## src/rtl/uart_tx_fifo_pkg.sv

```systemverilog
// uart_pkg: shared types and constants for the buffered UART transmitter.
package uart_pkg;
  typedef enum logic [1:0] {PAR_NONE, PAR_ODD, PAR_EVEN} parity_e;
  typedef enum logic [2:0] {IDLE, START, DATA, PAR, STOP} tx_state_e;
  localparam logic IDLE_LEVEL = 1'b1;
endpackage

```

## src/rtl/uart_tx_fifo_if.sv

```systemverilog
// uart_tx_fifo_if: host-side write port, baud tick and status/serial outputs.
interface uart_tx_fifo_if #(
    parameter int DATA_W = 8,
    parameter int DEPTH  = 8
);
    logic [DATA_W-1:0]      i_D;
    logic                   i_write;
    logic                   i_baud;
    logic                   o_full;
    logic                   o_empty;
    logic [$clog2(DEPTH):0] o_count;
    logic                   o_busy;
    logic                   o_overflow;
    logic                   o_tx;
    modport slave (input i_D, i_write, i_baud, output o_full, o_empty, o_count, o_busy, o_overflow, o_tx);
    modport master (output i_D, i_write, i_baud, input o_full, o_empty, o_count, o_busy, o_overflow, o_tx);
endinterface

```

## src/rtl/uart_tx_fifo_serializer.sv

```systemverilog
// uart_tx_serializer: frames one word as start, LSB-first data, optional parity, stop bits.
module uart_tx_serializer
    import uart_pkg::*;
#(
    parameter int DATA_W    = 8,
    parameter int PARITY    = 0,
    parameter int STOP_BITS = 1
) (
    input  logic              i_clk,
    input  logic              i_rst,
    input  logic              i_baud,
    input  logic              i_valid,
    input  logic [DATA_W-1:0] i_data,
    output logic              o_pop,
    output logic              o_busy,
    output logic              o_tx
);
    localparam int IW = $clog2(DATA_W);
    tx_state_e         state;
    logic [DATA_W-1:0] shift, word;
    logic [IW-1:0]     idx;
    logic              stop_cnt, last_stop, par_bit;
    assign last_stop = state == STOP && stop_cnt == 1'(STOP_BITS - 1);
    assign o_pop     = i_baud && i_valid && (state == IDLE || last_stop);
    assign par_bit   = PARITY == int'(PAR_EVEN) ? ^word : ~^word;
    // The popped word is copied into shift/word so later FIFO writes cannot disturb the frame.
    always_ff @(posedge i_clk or negedge i_rst)
        if (!i_rst) begin
            state    <= IDLE;
            o_tx     <= IDLE_LEVEL;
            o_busy   <= 1'b0;
            shift    <= '0;
            word     <= '0;
            idx      <= '0;
            stop_cnt <= 1'b0;
        end else if (i_baud) begin
            case (state)
                IDLE, STOP:
                    if (o_pop) begin
                        state  <= START;
                        o_tx   <= 1'b0;
                        o_busy <= 1'b1;
                        shift  <= i_data;
                        word   <= i_data;
                    end else if (state == STOP && !last_stop) stop_cnt <= stop_cnt + 1'b1;
                    else begin
                        state  <= IDLE;
                        o_busy <= 1'b0;
                    end
                START: begin
                    state <= DATA;
                    o_tx  <= shift[0];
                    idx   <= '0;
                end
                DATA: begin
                    shift <= shift >> 1;
                    idx   <= idx + 1'b1;
                    if (idx == IW'(DATA_W - 1)) begin
                        state    <= PARITY != 0 ? PAR : STOP;
                        o_tx     <= PARITY != 0 ? par_bit : IDLE_LEVEL;
                        stop_cnt <= 1'b0;
                    end else o_tx <= shift[1];
                end
                PAR: begin
                    state    <= STOP;
                    o_tx     <= IDLE_LEVEL;
                    stop_cnt <= 1'b0;
                end
                default: state <= IDLE;
            endcase
        end
endmodule

```

## src/rtl/uart_tx_fifo.sv

```systemverilog
// uart_tx_fifo: synchronous FIFO feeding a UART serializer, with occupancy and overflow reporting.
module uart_tx_fifo
    import uart_pkg::*;
#(
    parameter int DATA_W    = 8,
    parameter int DEPTH     = 8,
    parameter int PARITY    = 0,
    parameter int STOP_BITS = 1
) (
    input logic           i_clk,
    input logic           i_rst,
    uart_tx_fifo_if.slave bus
);
    localparam int AW = $clog2(DEPTH);
    logic [DATA_W-1:0] mem [DEPTH];
    logic [AW:0]       wp, rp;
    logic              full, empty, wr_ok, pop;
    // Pointers carry one extra wrap bit so full and empty are distinguishable.
    assign full  = wp[AW] != rp[AW] && wp[AW-1:0] == rp[AW-1:0];
    assign empty = wp == rp;
    assign wr_ok = bus.i_write && !full;
    assign bus.o_full  = full;
    assign bus.o_empty = empty;
    assign bus.o_count = wp - rp;
    always_ff @(posedge i_clk)
        if (wr_ok) mem[wp[AW-1:0]] <= bus.i_D;
    always_ff @(posedge i_clk or negedge i_rst)
        if (!i_rst) begin
            wp             <= '0;
            rp             <= '0;
            bus.o_overflow <= 1'b0;
        end else begin
            wp             <= wp + (AW + 1)'(wr_ok);
            rp             <= rp + (AW + 1)'(pop);
            bus.o_overflow <= bus.i_write && full;
        end
    uart_tx_serializer #(
        .DATA_W   (DATA_W),
        .PARITY   (PARITY),
        .STOP_BITS(STOP_BITS)
    ) u_ser (
        .i_clk  (i_clk),
        .i_rst  (i_rst),
        .i_baud (bus.i_baud),
        .i_valid(!empty),
        .i_data (mem[rp[AW-1:0]]),
        .o_pop  (pop),
        .o_busy (bus.o_busy),
        .o_tx   (bus.o_tx)
    );
endmodule

```

## src/flat_wrapper.sv

```systemverilog
// flat-port wrapper written by rule: the top's interface ports become plain ports
module uart_tx_fifo_flat import uart_pkg::*;
#(
    parameter int DATA_W    = 8,
    parameter int DEPTH     = 8,
    parameter int PARITY    = 0,
    parameter int STOP_BITS = 1
)
  (i_clk, i_rst, bus_i_D, bus_i_write, bus_i_baud, bus_o_full, bus_o_empty, bus_o_count, bus_o_busy, bus_o_overflow, bus_o_tx);
  uart_tx_fifo_if #(.DATA_W(DATA_W), .DEPTH(DEPTH)) bus_i ();
  input logic i_clk;
  input logic i_rst;
  input wire logic [$bits(bus_i.i_D)-1:0] bus_i_D;
  input wire logic [$bits(bus_i.i_write)-1:0] bus_i_write;
  input wire logic [$bits(bus_i.i_baud)-1:0] bus_i_baud;
  output wire logic [$bits(bus_i.o_full)-1:0] bus_o_full;
  output wire logic [$bits(bus_i.o_empty)-1:0] bus_o_empty;
  output wire logic [$bits(bus_i.o_count)-1:0] bus_o_count;
  output wire logic [$bits(bus_i.o_busy)-1:0] bus_o_busy;
  output wire logic [$bits(bus_i.o_overflow)-1:0] bus_o_overflow;
  output wire logic [$bits(bus_i.o_tx)-1:0] bus_o_tx;
  assign bus_i.i_D = bus_i_D;
  assign bus_i.i_write = bus_i_write;
  assign bus_i.i_baud = bus_i_baud;
  assign bus_o_full = bus_i.o_full;
  assign bus_o_empty = bus_i.o_empty;
  assign bus_o_count = bus_i.o_count;
  assign bus_o_busy = bus_i.o_busy;
  assign bus_o_overflow = bus_i.o_overflow;
  assign bus_o_tx = bus_i.o_tx;
  uart_tx_fifo #(.DATA_W(DATA_W), .DEPTH(DEPTH), .PARITY(PARITY), .STOP_BITS(STOP_BITS)) u_core (.i_clk(i_clk), .i_rst(i_rst), .bus(bus_i));
endmodule
```

## config.mk

```make
export PLATFORM = sky130hd
export DESIGN_NAME = uart_tx_fifo_flat
export DESIGN_NICKNAME = d
export VERILOG_FILES = /design/src/rtl/uart_tx_fifo_pkg.sv /design/src/rtl/uart_tx_fifo_if.sv /design/src/rtl/uart_tx_fifo_serializer.sv /design/src/rtl/uart_tx_fifo.sv /design/src/flat_wrapper.sv
export SDC_FILE = /design/constraint.sdc
export NUM_CORES = 1
export LEC_CHECK = 0
export CORE_MARGIN = 2
export CORE_UTILIZATION = 40
export CTS_CLUSTER_DIAMETER = 150
export DETAILED_ROUTE_END_ITERATION = 16
export HOLD_SLACK_MARGIN = 0.12
export RECOVER_POWER = 100
export SYNTH_ARGS = -nofsm -noshare
export SYNTH_HDL_FRONTEND = slang
export SYNTH_SLANG_ARGS = --single-unit
```

## constraint.sdc

```tcl
create_clock -name i_clk -period 2.8 [get_ports i_clk]
set_clock_uncertainty 0.2 [all_clocks]
set_input_delay 0.42 -clock i_clk [delete_from_list [all_inputs] [get_ports i_clk]]
set_output_delay 0.42 -clock i_clk [all_outputs]
set_load 0.1 [all_outputs]
```

### Yosys cells after proc, flatten, opt, wreduce, memory -nomap -nowiden

Memories as Yosys holds them, arrays and structs flattened.
Cells that the tools add are included.

* register bits after elaboration: 26
* memory bits (writable): 64
* logic and storage cells: 71
* memories kept: 1

Memory list
* u_core.mem: depth 8, bits a word 8, read ports 1, clocked after Yosys merged registers in 0, wr ports 1, line uart_tx_fifo.sv:15 `logic [DATA_W-1:0] mem [DEPTH];`

* add/sub/neg operators: 5
* equality and inequality tests: 14
* mux-type cells: 18
* bitwise operators: 1
* reduce and logical (&&, ||, !) cells: 23

Operators with widths (count)
* one-hot mux 8 bit (2 select lines): 1
* one-hot mux 3 bit (4 select lines): 1
* AND reduction 3 bit: 4
* 2-to-1 mux 1 bit: 9
* 2-to-1 mux 3 bit: 3
* adder 4 x 1 -> 4 bit: 2
* 2-to-1 mux 8 bit: 1
* logical AND 1 bit: 7
* == test 3 x 2 -> 1 bit (second input constant): 2
* == test 3 bit (second input constant): 2
* != test 2 bit (second input constant): 3
* one-hot mux 3 bit (2 select lines): 1
* AND reduction 5 bit: 1
* == test 4 bit: 1
* != test 2 x 1 -> 1 bit (second input constant): 2
* one-hot mux 1 bit (4 select lines): 1
* nonzero test 2 bit: 2
* nonzero test 4 bit: 1
* subtractor 4 bit: 1
* adder 3 x 1 -> 3 bit (second input constant): 1
* == test 3 x 1 -> 1 bit (second input constant): 1
* == test 3 bit: 1
* logical NOT 1 bit: 3
* logical NOT 3 bit: 1
* other kinds (9): 9

### Depth between registers and ports, before layout

* depth in word-level cells: 7
* mapped depth: 8
* depth with buffers taken out: 8

### By module

From an unflattened synthesis, not the netlist that was laid out.

* cell total of the unflattened synthesis: 240
* area, all modules: 3897.5 µm²

Modules (own cells, without submodules)
* uart_tx_fifo: instances 1, cells an instance 161, area an instance 2980.4 µm², sequential area each 2147.1 µm²
* uart_tx_serializer: instances 1, cells an instance 79, area an instance 917.1 µm², sequential area each 426.7 µm²

### Worst setup path after synthesis

Ideal clock, no wire load.

* path kind: register to register
* start point: register u_core.rp[1]
* end point: register u_core.wp[2]
* arrival: 2998 ps
* required time: 2472 ps
* slack: -526 ps
* cell stages (with the launch flop): 9
* buffers on the path: 0
* cell sequence: dfrtp_1 > inv_1 > ha_1 > nand3_1 > nor2_1 > nor2b_1 > ha_1 > ha_1 > xor2_1

* cells in the longest elaborated chain, start to end: 5

Ends and longest elaborated chain
* from (decl): line uart_tx_fifo.sv:16 `logic [AW:0] wp, rp;`
* from (signal assigned): line uart_tx_fifo.sv:34 `rp <= rp + (AW + 1)'(pop);`
* == test 3 bit: line uart_tx_fifo.sv:19 `assign full = wp[AW] != rp[AW] && wp[AW-1:0] == rp[AW-1:0];`
* logical AND 1 bit: line uart_tx_fifo.sv:19
* net bus_o_full: line flat_wrapper.sv:16 `output wire logic [$bits(bus_i.o_full)-1:0] bus_o_full;`
* logical NOT 1 bit: line uart_tx_fifo.sv:21 `assign wr_ok = bus.i_write && !full;`
* logical AND 1 bit: line uart_tx_fifo.sv:21
* adder 4 x 1 -> 4 bit: line uart_tx_fifo.sv:33 `wp <= wp + (AW + 1)'(wr_ok);`
* to (signal assigned): line uart_tx_fifo.sv:33
* to (decl): line uart_tx_fifo.sv:16

The timed path passes the listed nets, and every way through them passes these cells.
A chain may end at the register's enable or synchronous reset.

### Final worst setup path

* start point: register u_core.rp[1]
* end point: output bus_o_count[3]

* cells in the longest elaborated chain, start to end: 1

Ends and longest elaborated chain
* subtractor 4 bit: line uart_tx_fifo.sv:24 `assign bus.o_count = wp - rp;`
* to (decl): line flat_wrapper.sv:18 `output wire logic [$bits(bus_i.o_count)-1:0] bus_o_count;`

Every way passes these cells.

==> summary.md <==
| Metric | Value |
|---|---|
| Status | finished clean |
| Root buffer cell | clkbuf_8 |
| Core Rows | 36 |
| Met2 Wirelength | 3.56 mm |
| Cell area after synthesis | 3900 um2 |
| Via count | 2240 |
| Synth cell count leaders | 64 x edfxtp_1, 25 x dfrtp_1, 25 x mux2i_1, 16 x nand2_1 |
| Minimum clock period | 2.63 ns |
| Clock Path Buffers | 2 |
| Setup crit start kind | flip-flop |
| Nets | 322 |
| Drt via density | 5.11 |
| Post-synth EDFFs | 64 |
| Relative slew slack | 0.0547 |
| Achievable frequency | 380 MHz |
| CTS tree | yes |
| Worst-path clk slew | 0.09 ns |
| Setup crit end kind | output port |
| CTS Buf Count | 9 |
| Slew Limit Fails | 0 |
| Routed Wire Length | 7.30 mm |
| Mapped Cells | 268 |
| ANT cells | 0 |
| Core area | 9640 um2 |
| Primary FF master, synth | edfxtp_1 |
| First-pass GRT wire length | 11.6 mm |
| Post-Syn Nets | 289 |
| Setup Buffers After CTS | 0 |
| Post-Route M1 WL | 3.42 mm |
| Highest Signal Layer | met4 |
| Final hold vios | 0 |
| Io pins | 21 |
| I/O Buffers | 20 |
| GPL Wtd Cong | 0.779 |
| Synth cell types | 42 |
| Share of layout cells above drive strength 1 | 0.134 |
| Die area | 10600 um2 |
| Die height | 103 um |
| Drt wl/cell | 16.7 um |
| Detail Placement HPWL | 4.84 mm |
| Syn Area/Cell | 14.6 um2 |
| R2r setup slk | 0.28 ns |
| RSZ-0062 raised after global routing | false |
| Worst-Margin Slew | 1.42 ns |
| Final worst-path cycle share | 0.940 |
| Main area contributors after synthesis | edfxtp_1 49%, dfrtp_1 16%, mux2i_1 6.4% |
| CP arrival | 2.01 ns |
| Share of flip-flops with an asynchronous set or reset | 0.289 |
| Clk_lat worst skew | 0.36 ns |
| WS Path Type | flip-flop to output port |
| CTS Sinks | 90 |
| Met3 WL post-DR | 244 um |
| Path category of the worst min-delay check | flip-flop to flip-flop |
| Most frequent cell after synthesis | edfxtp_1 |
| H-tree levels | 3 |
| Initial DRC Count | 124 |
| Seq cells post-synth | 90 |
| Initial Util | 0.405 |
| Post-synth top area share | 0.492 |
| Cell taking the most area after synthesis | edfxtp_1 |
| Post-synthesis sequential area ratio | 0.659 |
| Hold-fix buffers, CTS | 0 |
| Vias in the first global route | 2261 |
| Tot GR Track Use | 0.152 |
| Max_cap viols | 0 |
| PostCTS Resize Cnt | 0 |
| Crit path max fanout | 2 |
| DRT antenna net count | 0 |
| GR Overflow Total | 0 |
| DIE WIDTH | 103 um |
| Largest net degree at the start of global routing | 33 |
| Initial antenna violation count | 0 |
| Yosys warns | 0 |
| Syn-to-layout area delta | 12.7% |
| Hold Slack | 0.286 ns |
| WP data required | 2.18 ns |
| DR DRC count | 0 |
| Drt pass-1 iters | 4 |
| Final setup fails | 0 |
-- layout by cell type, fill, tap and decap left out, drive strengths merged, types with 2 or more instances in the layout --
master,count
o211ai,3
nand3,9
mux2i,25
buf,12
nor2b,2
mux2,5
inv,10
dlygate4sd3,10
mux4,2
clkbuf,18
dfrtp,25
ha,8
o21ai,11
edfxtp,64
xor2,5
xnor2,4
a21o,2
nor3,10
a22o,4
nand2b,5
nor2,14
nand2,17
o22ai,14
clkinv,2
o31ai,10
-- layout make-up --
class,count,area [um2]
Tap cell,133,166
Clock inverter,6,50.0
Fill cell,896,5240
Sequential cell,90,2570
Inverter,7,26.3
Multi-Input combinational cell,161,1210
Clock buffer,9,124
Timing Repair Buffer,32,253
-- worst paths after layout --
kind	from	to	depth (start not counted)
max in group asynchronous	i_rst	u_core.u_ser.shift[4]$_DFFE_PN0P_	2
max reg2reg	u_core.rp[2]$_DFF_PN0_	u_core.mem[5][6]$_DFFE_PP_	5
min reg2reg	u_core.u_ser.o_tx$_DFFE_PN1P_	u_core.u_ser.o_tx$_DFFE_PN1P_	2
min in group asynchronous	i_rst	u_core.bus.o_overflow$_DFF_PN0_	2
max	u_core.rp[1]$_DFF_PN0_	bus_o_count[3]	6
min	u_core.u_ser.o_tx$_DFFE_PN1P_	u_core.u_ser.o_tx$_DFFE_PN1P_	2
-- layer usage --
metal | GRT usage | up-vias
li1 | - | 1079
met1 | 0.195 | 1121
met2 | 0.250 | 34
met3 | 0.0529 | 6
met4 | 0.0405 | 0
met5 | 0 | -
-- sequential cells by signal (all words and copies together), names as in the netlist, 3 cells and up --
signal	cells
u_core.mem	64
u_core.u_ser.shift	8
u_core.rp	4
u_core.u_ser.idx	3
u_core.wp	4
u_core.u_ser.state	3
-- kinds of logic after synthesis --
| logic type | share of synthesized area |
|---|---|
| DFF | 0.659 |
| and+or+nand+nor | 0.0772 |
| xor gates and xnor gates | 0.0202 |
| muxes | 0.0920 |
| buffers and inverters | 0.0321 |
| adders and majority gates | 0.0308 |
| AOI/OAI and AO/OA | 0.0885 |
-- worst max-delay path, cell delays in order, from the launching register on --
cell and delay (ns):
dfrtp_1 0.35, inv_1 0.07, ha_1 0.31, a21o_1 0.18, a21oi_1 0.25, xnor2_2 0.14
clkbuf_4 0.34
-- per-stage QoR --
stage	utilization	worst slack, ns	instance area, um2	cells	TNS, ns
global route	0.457	0.0616	4400	438	0
CTS	0.468	0.214	4510	438	0
detailed placement	0.450	0.295	4330	423	0
finish	0.457	0.167	4400	438	0
floorplan	-	-0.0749	3920	268	-0.0910
global placement	0.450	0.376	4330	423	0
Power is left out: the tool's default activity adds up to more than one toggle a clock period on the data nets, which glitch-free logic cannot reach.
